==> config.mk <==
export PLATFORM = sky130hd
export DESIGN_NAME = crossbar3_alloc
export DESIGN_NICKNAME = d
export VERILOG_FILES = /design/src/rtl/crossbar3_alloc_pkg.sv /design/src/rtl/crossbar3_alloc_out.sv /design/src/rtl/crossbar3_alloc.sv
export SDC_FILE = /design/constraint.sdc
export NUM_CORES = 1
export LEC_CHECK = 0
export ABC_AREA = 1
export BUFFER_PORTS_ARGS = -buffer_cell sky130_fd_sc_hd__buf_2
export CORE_ASPECT_RATIO = 0.75
export CORE_MARGIN = 2
export CORE_UTILIZATION = 54
export CTS_BUF_LIST = sky130_fd_sc_hd__clkbuf_16
export DETAILED_ROUTE_END_ITERATION = 7
export PLACE_DENSITY = 0.78
export SLEW_MARGIN = 20
export SYNTH_ARGS = -nofsm -noshare
export SYNTH_HDL_FRONTEND = slang
export SYNTH_SLANG_ARGS = --single-unit
==> constraint.sdc <==
create_clock -name clk -period 2.07 [get_ports clk]
set_clock_uncertainty 0.15 [all_clocks]
set_input_delay 0.1035 -clock clk [delete_from_list [all_inputs] [get_ports clk]]
set_output_delay 0.1035 -clock clk [all_outputs]
set_load 0.005 [all_outputs]
==> src/rtl/crossbar3_alloc_pkg.sv <==
// Shared encodings for the 3x3 crossbar allocator.
// Select codes, output FSM states and a mod-3 increment helper.
package crossbar3_alloc_pkg;

  localparam int P_NUM_PORTS = 3;

  localparam logic [1:0] SEL_IN0  = 2'd0;
  localparam logic [1:0] SEL_IN1  = 2'd1;
  localparam logic [1:0] SEL_IN2  = 2'd2;
  localparam logic [1:0] SEL_IDLE = 2'd3;

  typedef enum logic {
    ST_IDLE   = 1'b0,
    ST_LOCKED = 1'b1
  } state_e;

  function automatic logic [1:0] inc3(
    input logic [1:0] x
  );
    return (x == 2'd2) ? 2'd0 : x + 2'd1;
  endfunction

endpackage

==> src/rtl/crossbar3_alloc_out.sv <==
// Per-output allocator: round-robin grant, packet lock, domain latch.
// Ports: packed per-input requests in, sel/val/domain/per-input ready out.
module crossbar3_alloc_out
  import crossbar3_alloc_pkg::*;
#(
  parameter logic [1:0] K = 2'd0
) (
  input  logic       clk,
  input  logic       reset,
  input  logic [2:0] in_val,
  input  logic [5:0] in_dest,
  input  logic [2:0] in_last,
  input  logic [2:0] in_domain,
  input  logic       out_rdy,
  output logic       out_val,
  output logic [1:0] sel,
  output logic       out_domain,
  output logic [2:0] grant_rdy
);

  state_e     state, state_nx;
  logic [1:0] sel_nx;
  logic [1:0] rr, rr_nx;
  logic       dom_nx;
  logic [1:0] cand;
  logic       found;
  logic [1:0] dst [3];
  logic [2:0] req;

  assign dst[0] = in_dest[1:0];
  assign dst[1] = in_dest[3:2];
  assign dst[2] = in_dest[5:4];

  always_comb begin
    for (int i = 0; i < 3; i++)
      req[i] = in_val[i] && (dst[i] == K);
  end

  always_ff @(posedge clk) begin
    if (!reset) begin
      state      <= ST_IDLE;
      sel        <= SEL_IDLE;
      out_domain <= 1'b0;
      rr         <= 2'd0;
    end else begin
      state      <= state_nx;
      sel        <= sel_nx;
      out_domain <= dom_nx;
      rr         <= rr_nx;
    end
  end

  always_comb begin
    state_nx  = state;
    sel_nx    = sel;
    rr_nx     = rr;
    dom_nx    = out_domain;
    out_val   = 1'b0;
    grant_rdy = 3'b000;
    cand      = rr;
    found     = 1'b0;
    unique case (state)
      ST_IDLE: begin
        // Scan rr, rr+1, rr+2; first requester wins.
        for (int j = 0; j < 3; j++) begin
          if (!found && req[cand]) begin
            found    = 1'b1;
            state_nx = ST_LOCKED;
            sel_nx   = cand;
            dom_nx   = in_domain[cand];
          end
          cand = inc3(cand);
        end
      end
      ST_LOCKED: begin
        // Ready does not depend on val: no out_rdy->in_val loop.
        out_val        = req[sel];
        grant_rdy[sel] = out_rdy && (dst[sel] == K);
        if (out_val && out_rdy && in_last[sel]) begin
          state_nx = ST_IDLE;
          sel_nx   = SEL_IDLE;
          rr_nx    = inc3(sel);
        end
      end
      default: ;
    endcase
  end

endmodule

==> src/rtl/crossbar3_alloc.sv <==
// 3x3 crossbar allocation and flow control engine.
// Ports: in*_{val,dest,last,domain,rdy}, out*_{rdy,val,domain}, sel*.
module crossbar3_alloc
  import crossbar3_alloc_pkg::*;
(
  input  logic       clk,
  input  logic       reset,
  input  logic       in0_val,
  input  logic       in1_val,
  input  logic       in2_val,
  input  logic [1:0] in0_dest,
  input  logic [1:0] in1_dest,
  input  logic [1:0] in2_dest,
  input  logic       in0_last,
  input  logic       in1_last,
  input  logic       in2_last,
  input  logic       in0_domain,
  input  logic       in1_domain,
  input  logic       in2_domain,
  output logic       in0_rdy,
  output logic       in1_rdy,
  output logic       in2_rdy,
  input  logic       out0_rdy,
  input  logic       out1_rdy,
  input  logic       out2_rdy,
  output logic       out0_val,
  output logic       out1_val,
  output logic       out2_val,
  output logic [1:0] sel0,
  output logic [1:0] sel1,
  output logic [1:0] sel2,
  output logic       out0_domain,
  output logic       out1_domain,
  output logic       out2_domain
);

  logic [2:0] val, last, dom;
  logic [5:0] dest;
  logic [2:0] g0, g1, g2;

  assign val  = {in2_val, in1_val, in0_val};
  assign dest = {in2_dest, in1_dest, in0_dest};
  assign last = {in2_last, in1_last, in0_last};
  assign dom  = {in2_domain, in1_domain, in0_domain};

  crossbar3_alloc_out #(.K(2'd0)) u_out0 (
    .clk(clk), .reset(reset),
    .in_val(val), .in_dest(dest),
    .in_last(last), .in_domain(dom),
    .out_rdy(out0_rdy), .out_val(out0_val),
    .sel(sel0), .out_domain(out0_domain),
    .grant_rdy(g0)
  );

  crossbar3_alloc_out #(.K(2'd1)) u_out1 (
    .clk(clk), .reset(reset),
    .in_val(val), .in_dest(dest),
    .in_last(last), .in_domain(dom),
    .out_rdy(out1_rdy), .out_val(out1_val),
    .sel(sel1), .out_domain(out1_domain),
    .grant_rdy(g1)
  );

  crossbar3_alloc_out #(.K(2'd2)) u_out2 (
    .clk(clk), .reset(reset),
    .in_val(val), .in_dest(dest),
    .in_last(last), .in_domain(dom),
    .out_rdy(out2_rdy), .out_val(out2_val),
    .sel(sel2), .out_domain(out2_domain),
    .grant_rdy(g2)
  );

  // An input targets one dest at a time, so at most one term is set.
  assign in0_rdy = g0[0] | g1[0] | g2[0];
  assign in1_rdy = g0[1] | g1[1] | g2[1];
  assign in2_rdy = g0[2] | g1[2] | g2[2];

endmodule

Yosys cells after proc, flatten, opt, wreduce, memory -nomap -nowiden
Cells that the tools add are included.
- register bits: 18
- bits of input ports: 20
- output and inout bits: 15
- logic and storage cells: 252
- add/subtract/negate cells: 9
- magnitude comparators: 18
- equality and inequality tests: 23
- muxes and demuxes: 126
- bitwise operators: 15
- reductions and logical operators: 49
- operator list (cell ; number):
    1-bit 2-to-1 mux ; 60
    2-bit 2-to-1 mux ; 27
    1-bit binary-select mux with 2-bit select ; 24
    2-bit by 3-bit less-than comparator with 1-bit output, second input constant ; 12
    1-bit logical AND ; 27
    2-bit == test, second input constant ; 13
    2-bit by 1-bit adder with 2-bit output, second input constant ; 9
    2-bit AND reduction ; 9
    2-bit binary-select mux with 2-bit select ; 3
    4-bit by 1-bit inequality test with 1-bit output, second input constant ; 3
    2-bit one-hot mux with 2 select lines ; 3
    3-bit bitwise AND ; 3
    3-bit greater-or-equal comparator, second input constant ; 3
    3-bit 2-to-1 mux ; 3
    2-bit inverter with 3-bit output ; 3
    3-bit nonzero test ; 3
    2-bit by 1-bit == test with 1-bit output, second input constant ; 4
    2-bit logical NOT ; 4
    1-bit demux with 2-bit select ; 3
    2-bit by 1-bit greater-or-equal comparator with 1-bit output, second input constant ; 3
    1-bit logical NOT ; 6
    2-bit inequality test, second input constant ; 3
    1-bit OR ; 6
    1-bit one-hot mux with 2 select lines ; 3
    1-bit inverter ; 3

Depth between registers and ports, before layout
Gate-level depths: netlist (run 1).
- depth after elaboration: 14
- mapped depth: 13

Cells and area by module
A second synthesis (run 1) with hierarchy kept.
- cells, all modules: 377
- area total of the unflattened synthesis: 2119.5 um^2
- modules (own cells, without submodules) (module ; instances ; cells each ; area an instance (um^2) ; sequential area each (um^2)):
    crossbar3_alloc_out (u_out1 ...) ; 2 ; 127 ; 710.7 ; 120.1
    crossbar3_alloc_out (u_out0) ; 1 ; 114 ; 664.4 ; 120.1
    crossbar3_alloc ; 1 ; 9 ; 33.8 ; 0.0

Least setup slack after synthesis (run 1)
OpenSTA, ideal clock, no wires.
- path kind: reg-to-reg
- start point: register u_out0.rr[1]
- end point: register u_out0.sel[0]
- library setup time: 112 ps
- data arrival time: 1243 ps
- slack: 564 ps
- cell stages (with the launch flop): 12
- path through: dfxtp_1 buf_2 nor2_2 nand2_1 nand3_2 nand2_1 nand2_1 nand2_1 nand2_1 nand3_1 nand2_1 nand2_1
- longest elaborated chain between the ends: 12
- elaborated cells between the ends (all ways): 25
- RTL lines (what ; line ; source):
    start: declaration ; crossbar3_alloc_out.sv:23 ; logic [1:0] rr, rr_nx;
    start signal: assignment ; crossbar3_alloc_out.sv:49 ; rr <= rr_nx;
    branches (longest 12 deep; another with 2-bit by 1-bit adder with 2-bit output) ; - ;
    end signal: assignment ; crossbar3_alloc_out.sv:47 ; sel <= sel_nx;
    end: declaration ; crossbar3_alloc_out.sv:16 ; output logic [1:0] sel,
Several ways; the timed one is not identified. The select of a mux whose other input is x is not followed.
A chain may end at the register's enable or synchronous reset.

Final worst setup path (run 1)
- start point: register u_out0.sel[1]
- end point: output in2_rdy
- longest elaborated chain between the ends: 10
- elaborated cells between the ends (all ways): 15
- RTL lines (what ; line ; source):
    branches (longest 6 deep; another with 2-bit by 3-bit less-than comparator with 1-bit output) ; - ;
    3-bit bitwise AND (no line) (*) ; - ;
    3-bit 2-to-1 mux (*) ; crossbar3_alloc_out.sv:62 ; unique case (state)
    1-bit OR (*) (2 in series) ; crossbar3_alloc.sv:76 ; assign in2_rdy = g0[2] | g1[2] | g2[2];
    end: declaration ; crossbar3_alloc.sv:22 ; output logic in2_rdy,
Mark *: on every way between the ends. The select of a mux whose other input is x is not followed.

==> results.sh, run 1 <==
export IMPL_finalMaxSlewViolations=0
export IMPL_r2r_start="u_out2.rr[1]"
export IMPL_clkSinkCount=18
export IMPL_synth_yosys_seq_area_share=0.185
export IMPL_crit_path_top_delay_cell="dfxtp_1"
export IMPL_grt_max_degree=12
export IMPL_total_power_density_per_cell_area_nw_per_um2=569
export IMPL_htreeDepth=1
export IMPL_min_delay_path_class="in2reg"
export IMPL_detail_route_wl_per_cell_um=13.0
export IMPL_synthesis_instances=348
export IMPL_antenna_cells=0
export IMPL_root_buffer="clkbuf_16"
export IMPL_worstPathBufferInverterCount=2
export IMPL_cts_max_path_bufs=2
export IMPL_combinational_family_with_the_most_area_after_synthesis="simple AND/OR/NAND/NOR gates"
export IMPL_max_freq_mhz=519
export IMPL_cts_buf_count=3
export IMPL_syn_area_per_cell_um2=5.59
export IMPL_kind_of_launch_point_of_the_worst_setup_path="register"
export IMPL_drt_vias_per_instance=5.53
export IMPL_place_port_buffers=34
export IMPL_yosys_area_share_xor_xnor=0
export IMPL_syn_area_um2=1950
export IMPL_power_leakage_nw=1.18
export IMPL_finalWirelength_um=5460
export IMPL_io_pins=35
export IMPL_start_util=0.576
export IMPL_min_delay_path_depth=3
export IMPL_rsz0062_at_grt="false"
export IMPL_cpLargestDelayFamily="simple AND/OR/NAND/NOR gates"
export IMPL_synth_adder_area_share=0
export IMPL_totalNegativeSetupSlack_ns=0
export IMPL_finalHoldViolCount=0
export IMPL_total_iterations_of_the_first_detailed_routing_run=5
export IMPL_status="complete, no violations"
export IMPL_layout_drive_gt1_share=0.220
export IMPL_path_clk_slew_ns=0.06
export IMPL_placement_rows=18
export IMPL_r2r_setup_slack_ns=0.32
export IMPL_dp_hpwl_um=4320
export IMPL_endpoint_arrival_time_on_the_critical_path_ns=1.67
export IMPL_fp_dieArea_um2=4110
export IMPL_yosys_synthesis_warning_count=0
export IMPL_globalRouteTotalUtil=0.275
export IMPL_ir_worst_vdd_mv=0.335
export IMPL_period_needed_ns=1.93
export IMPL_r2r_end="u_out2.sel[1]"
export IMPL_nNetsFinal=402
export IMPL_fin_total_pwr_mw=1.27
export IMPL_multi_input_combinational_cell_area_um2=1370
export IMPL_criticalPathCategory="reg2out"
export IMPL_worstSkewPairLatency_ns=0.26
export IMPL_syn_num_nets=368
export IMPL_grt_first_pass_wirelength_um=8960
export IMPL_synth_compound_area_frac=0.165
export IMPL_cp_data_required_time_ns=1.82
export IMPL_cts_repair_resize_count=0
export IMPL_max_slew_margin_rel=0.699
export IMPL_slowest_delay_ns=0.42
export IMPL_total_congestion_overflow=0
export IMPL_vias_in_the_first_global_route=1958
export IMPL_die_height_um=56
export IMPL_netlist_cell_type_count=35
export IMPL_cp_common_cell="nand3_1"
export IMPL_final_setup_viol_count=0
export IMPL_cts_tree="done"
export IMPL_min_from="reset"
export IMPL_remaining_drc_errors=0
export IMPL_cts_hold_buffers_added=0
export IMPL_floorplan_core_area_um2=3380
export IMPL_ff_latch_area_um2=363
export IMPL_synth_mux_area_frac=0
export IMPL_area_delta_synth_final_pct=14.8
export IMPL_worst_hold_path_endpoint="u_out1.state"
export IMPL_tightest_slew_ns=0.451
export IMPL_postCtsSetupRepairBufs=0
export IMPL_route_vias_total=2327
export IMPL_critPathCaptureType="output pin"
export IMPL_largest_driver_fanout_on_the_critical_path=6
export IMPL_finalCritPeriodShare=0.931
export IMPL_postRouteAntennaNets=0
export IMPL_antenna_found_initial=0
export IMPL_yosys_area_share_simple=0.530
export IMPL_max_cap_viol_count=0
export IMPL_gp_congestion=0.949
export IMPL_timing_reg2reg_worst_path_depth=11
export IMPL_dieWidth_um=73.3
export IMPL_fillers=347
export IMPL_drt_initial_drc_count=187
export IMPL_crit_path_cell_trace="inv_1, nand2_1, a21oi_1, nor4_2, nand3_1, nand3_1, buf_2"
export IMPL_number_of_synthesized_register_bits=18
metrics by stage:
step	utilization	hold slack, ns	cell area [um2]	setup slack (ns)	instances
2_1_floorplan	-	0.172	1950	0.564	348
3_3_place_gp	0.632	0.320	2140	0.347	417
3_5_place_dp	0.632	0.325	2140	0.353	417
4_1_cts	0.656	0.0550	2210	0.0701	421
5_1_grt	0.662	0.0789	2240	0.00844	421
6_report	0.662	0.0545	2240	0.143	421
cells in the mapped netlist:
| cell | count | area, um2 |
|---|---|---|
| o221ai_1 | 1 | 8.76 |
| nand3_1 | 41 | 205 |
| o21ai_1 | 7 | 35.0 |
| nand4_1 | 6 | 37.5 |
| or2_0 | 1 | 6.26 |
| buf_2 | 1 | 5.00 |
| a22oi_1 | 2 | 15.0 |
| o21ai_0 | 13 | 65.1 |
| clkbuf_1 | 2 | 7.51 |
| nor4_1 | 1 | 6.26 |
| a21oi_1 | 20 | 100 |
| nor2_2 | 6 | 37.5 |
| nand2_1 | 112 | 420 |
| o211ai_1 | 1 | 7.51 |
| a221oi_1 | 2 | 17.5 |
| dfxtp_1 | 18 | 360 |
| a21oi_2 | 1 | 8.76 |
| nand2_8 | 1 | 20.0 |
| nand3b_2 | 1 | 11.3 |
| nand3_4 | 1 | 17.5 |
| nand3_2 | 8 | 80.1 |
| o31ai_1 | 1 | 7.51 |
| o22ai_1 | 5 | 31.3 |
| nor2_1 | 22 | 82.6 |
| o2111ai_1 | 1 | 8.76 |
| inv_2 | 14 | 52.6 |
| nand3b_1 | 3 | 22.5 |
| nor3_1 | 5 | 25.0 |
| inv_1 | 40 | 150 |
| a211oi_1 | 1 | 7.51 |
| buf_4 | 1 | 7.51 |
| buf_6 | 1 | 11.3 |
| nand2_2 | 4 | 25.0 |
| o21ai_2 | 1 | 8.76 |
| nor2_4 | 3 | 33.8 |
flip-flops by register name, summed over array words and instances (netlist names):
register,flops
u_out1.rr,2
u_out0.rr,2
u_out0.out_domain,1
u_out0.state,1
u_out2.state,1
u_out1.sel,2
u_out2.out_domain,1
u_out2.sel,2
u_out1.state,1
u_out2.rr,2
u_out0.sel,2
u_out1.out_domain,1
tightest hold or removal path, stage by stage:
cell and delay (ns):
buf_2 0.18, o21ai_0 0.10, nor2_1 0.04
cell families after synthesis:
logic type,count (synthesis)
compound gates,56
buf+inv,59
flops,18
simple gates,215
final cells by class:
cell class | count | area share
Inverter | 54 | 0.0907
Multi-Input combinational cell | 271 | 0.613
Tap cell | 40 | 0.0224
Clock buffer | 3 | 0.0336
Timing Repair Buffer | 34 | 0.0761
Clock inverter | 1 | 0.00168
Sequential cell | 18 | 0.162
power by group:
| part | internal, mW | switching [mW] | leakage [nW] | total, mW |
|---|---|---|---|---|
| registers | 0.385 | 0.0491 | 0.147 | 0.434 |
| logic | 0.158 | 0.274 | 0.992 | 0.432 |
| clock network | 0.258 | 0.149 | 0.0385 | 0.407 |
layout by cell type (no fill, tap or decap), drive strengths merged:
| master | count |
|---|---|
| nand2 | 117 |
| inv | 54 |
| nand3 | 50 |
| buf | 34 |
| nor2 | 31 |
| a21oi | 21 |
| o21ai | 21 |
| dfxtp | 18 |
| nand4 | 6 |
| o22ai | 5 |
| nor3 | 5 |
| nand3b | 4 |
| clkbuf | 3 |
| a221oi | 2 |
| a22oi | 2 |
| a211oi | 1 |
| o221ai | 1 |
| nor4 | 1 |
| o2111ai | 1 |
| or2 | 1 |
| o31ai | 1 |
| o211ai | 1 |
| clkinv | 1 |
how the worst max path moves through the flow:
stage / start / endpoint / slack [ns] / cells past startpoint
finish: u_out0.sel[1] / in2_rdy / 0.14 / 7
floorplan: u_out0.rr[1] / u_out0.sel[0] / 0.56 / 11
detailed placement: u_out2.sel[1] / in2_rdy / 0.35 / 9
global route: u_out0.sel[1] / in2_rdy / 0.008 / 7
global placement: u_out2.sel[1] / in1_rdy / 0.35 / 9
CTS: u_out2.sel[1] / in2_rdy / 0.07 / 9
per-layer routing:
metal	global-route usage	routed length, um	up-vias	part of all wire
met5	0	0	-	0
met3	0.0525	485	4	0.089
met1	0.431	2810	1006	0.51
met2	0.389	2150	105	0.39
met4	0.0416	21	0	0.0038
li1	-	-	1212	-
Power figures use the tool's default switching activity.
==> run 2: changes to the inputs <==
--- a/config.mk
+++ b/config.mk
@@ -9,10 +9,12 @@
 export BUFFER_PORTS_ARGS = -buffer_cell sky130_fd_sc_hd__buf_2
 export CORE_ASPECT_RATIO = 0.75
 export CORE_MARGIN = 2
-export CORE_UTILIZATION = 54
+export CORE_UTILIZATION = 50
 export CTS_BUF_LIST = sky130_fd_sc_hd__clkbuf_16
 export DETAILED_ROUTE_END_ITERATION = 7
-export PLACE_DENSITY = 0.78
+export PLACE_DENSITY = 0.73
+export SETUP_SLACK_MARGIN = 0.2
+export SKIP_CTS_REPAIR_TIMING = 1
 export SLEW_MARGIN = 20
 export SYNTH_ARGS = -nofsm -noshare
 export SYNTH_HDL_FRONTEND = slang
==> run 2 against run 1 <==
Net effect:
- sequential power up 3%
- sequential share of layout area is essentially flat
- combinational power rose by 9.7%
- count of clock-buffer cells in the layout did not move
- critical path depth grew 1
- die area increased by 7.5%
- cell area up 6.3%
- sequential cell count unchanged
- clock power down 1%
- via count rose by 3.7%
- core utilization decreased by 1.7 points
- critical path type unchanged
==> results.sh, run 2 (same netlist as run 1, synthesis figures left out) <==
export IMPL_status="complete, no violations"
export IMPL_crit_path_top_delay_cell="dfxtp_4"
export IMPL_total_iterations_of_the_first_detailed_routing_run=4
export IMPL_max_freq_mhz=543
export IMPL_route_vias_total=2414
export IMPL_path_clk_slew_ns=0.06
export IMPL_htreeDepth=1
export IMPL_grt_first_pass_wirelength_um=9270
export IMPL_finalCritPeriodShare=0.889
export IMPL_cp_depth=8
export IMPL_power_leakage_nw=1.22
export IMPL_drt_initial_drc_count=264
export IMPL_cts_tree="done"
export IMPL_criticalPathCategory="reg2out"
export IMPL_worst_setup_path_endpoint="in1_rdy"
export IMPL_fin_total_pwr_mw=1.33
export IMPL_finalWirelength_um=5830
export IMPL_dp_hpwl_um=4520
export IMPL_dieWidth_um=76.1
export IMPL_drt_vias_per_instance=5.50
export IMPL_antenna_cells=0
export IMPL_total_congestion_overflow=0
export IMPL_crit_path_cell_trace="nor2_4, inv_2, o22ai_2, a21oi_2, nor3_2, nand3_1, nand3_1, buf_2"
export IMPL_place_port_buffers=34
export IMPL_floorplan_core_area_um2=3680
export IMPL_final_setup_viol_count=0
export IMPL_largest_driver_fanout_on_the_critical_path=7
export IMPL_ir_worst_vdd_mv=0.437
export IMPL_kind_of_launch_point_of_the_worst_setup_path="register"
export IMPL_fp_dieArea_um2=4410
export IMPL_finalMaxSlewViolations=0
export IMPL_nNetsFinal=408
export IMPL_crit_path_start="u_out1.sel[1]"
export IMPL_root_buffer="clkbuf_16"
export IMPL_worstSkewPairLatency_ns=0.25
export IMPL_cpLargestDelayFamily="simple AND/OR/NAND/NOR gates"
export IMPL_io_pins=35
export IMPL_placement_rows=19
export IMPL_gp_congestion=0.946
export IMPL_clkSinkCount=18
export IMPL_final_cell_mix="nand2_1 (110), nand3_1 (41), inv_1 (37)"
export IMPL_period_needed_ns=1.84
export IMPL_cts_max_path_bufs=2
export IMPL_detail_route_wl_per_cell_um=13.3
export IMPL_postRouteAntennaNets=0
export IMPL_min_delay_path_class="in2reg"
export IMPL_cp_common_cell="nand3_1"
export IMPL_grt_max_degree=12
export IMPL_finalHoldViolCount=0
export IMPL_r2r_start="u_out1.rr[1]"
export IMPL_cp_data_required_time_ns=1.82
export IMPL_total_power_density_per_cell_area_nw_per_um2=557
export IMPL_r2r_end="u_out1.sel[0]"
export IMPL_area_delta_synth_final_pct=22.1
export IMPL_totalNegativeSetupSlack_ns=0
export IMPL_max_slew_margin_rel=0.750
export IMPL_slowest_delay_ns=0.38
export IMPL_worstPathBufferInverterCount=2
export IMPL_globalRouteTotalUtil=0.260
export IMPL_die_height_um=58.0
export IMPL_critPathCaptureType="output pin"
export IMPL_start_util=0.528
export IMPL_timing_reg2reg_worst_path_depth=11
export IMPL_vias_in_the_first_global_route=1954
export IMPL_max_cap_viol_count=0
export IMPL_cts_buf_count=3
export IMPL_rsz0062_at_grt="false"
export IMPL_endpoint_arrival_time_on_the_critical_path_ns=1.59
export IMPL_r2r_setup_slack_ns=0.38
export IMPL_final_core_util=0.645
export IMPL_antenna_found_initial=0
export IMPL_remaining_drc_errors=0
export IMPL_final_common_cell="nand2_1"
export IMPL_fillers=369
export IMPL_tightest_slew_ns=0.374
export IMPL_layout_drive_gt1_share=0.279
## run 2: layer usage
| layer | wire (um) | track usage |
|---|---|---|
| met5 | 0 | 0 |
| met4 | 43 | 0.0208 |
| met3 | 455 | 0.0498 |
| met2 | 2450 | 0.402 |
| met1 | 2880 | 0.392 |
## run 2: layout make-up
type	instances	area [um2]	share of cell area
Multi-Input combinational cell	271	1430	0.601
Tap cell	52	65.1	0.0274
Timing Repair Buffer	40	215	0.0905
Clock inverter	1	3.75	0.00158
Sequential cell	18	385	0.162
Clock buffer	3	75.1	0.0316
Inverter	54	205	0.0863
## run 2: worst register-to-register path, cell delays in order (launching register included)
cell and delay [ns]:
dfxtp_1 0.54, nor2_1 0.15, nand2_1 0.11, nand3_2 0.12, inv_2 0.09, nand2_1 0.09
nand2_1 0.07, o21ai_1 0.06, nand2_1 0.06, nand2_1 0.06, nand2_1 0.06, nand2_1 0.05
## run 2: worst min path at each step
stage | start | to | slack, ns | depth (start not counted)
global route | reset | u_out0.rr[1] | 0.08 | 3
finish | reset | u_out0.rr[1] | 0.06 | 3
floorplan | reset | u_out0.rr[0] | 0.17 | 2
global placement | reset | u_out1.rr[0] | 0.33 | 3
detailed placement | reset | u_out2.rr[1] | 0.32 | 3
CTS | reset | u_out1.rr[0] | 0.06 | 3
## run 2: report_power, final
group	switching (mW)	internal, mW	total [mW]
clock network	0.145	0.257	0.402
registers	0.0596	0.390	0.449
logic	0.293	0.181	0.474
total	0.497	0.828	1.33
## run 2: per-stage QoR
step	area, um2	hold WS, ns	std cells	setup WS [ns]
floorplan	1950	0.172	348	0.564
global placement	2160	0.326	430	0.336
detailed placement	2160	0.323	430	0.329
CTS	2240	0.0588	434	0.0475
global route	2380	0.0784	439	0.112
finish	2380	0.0598	439	0.229
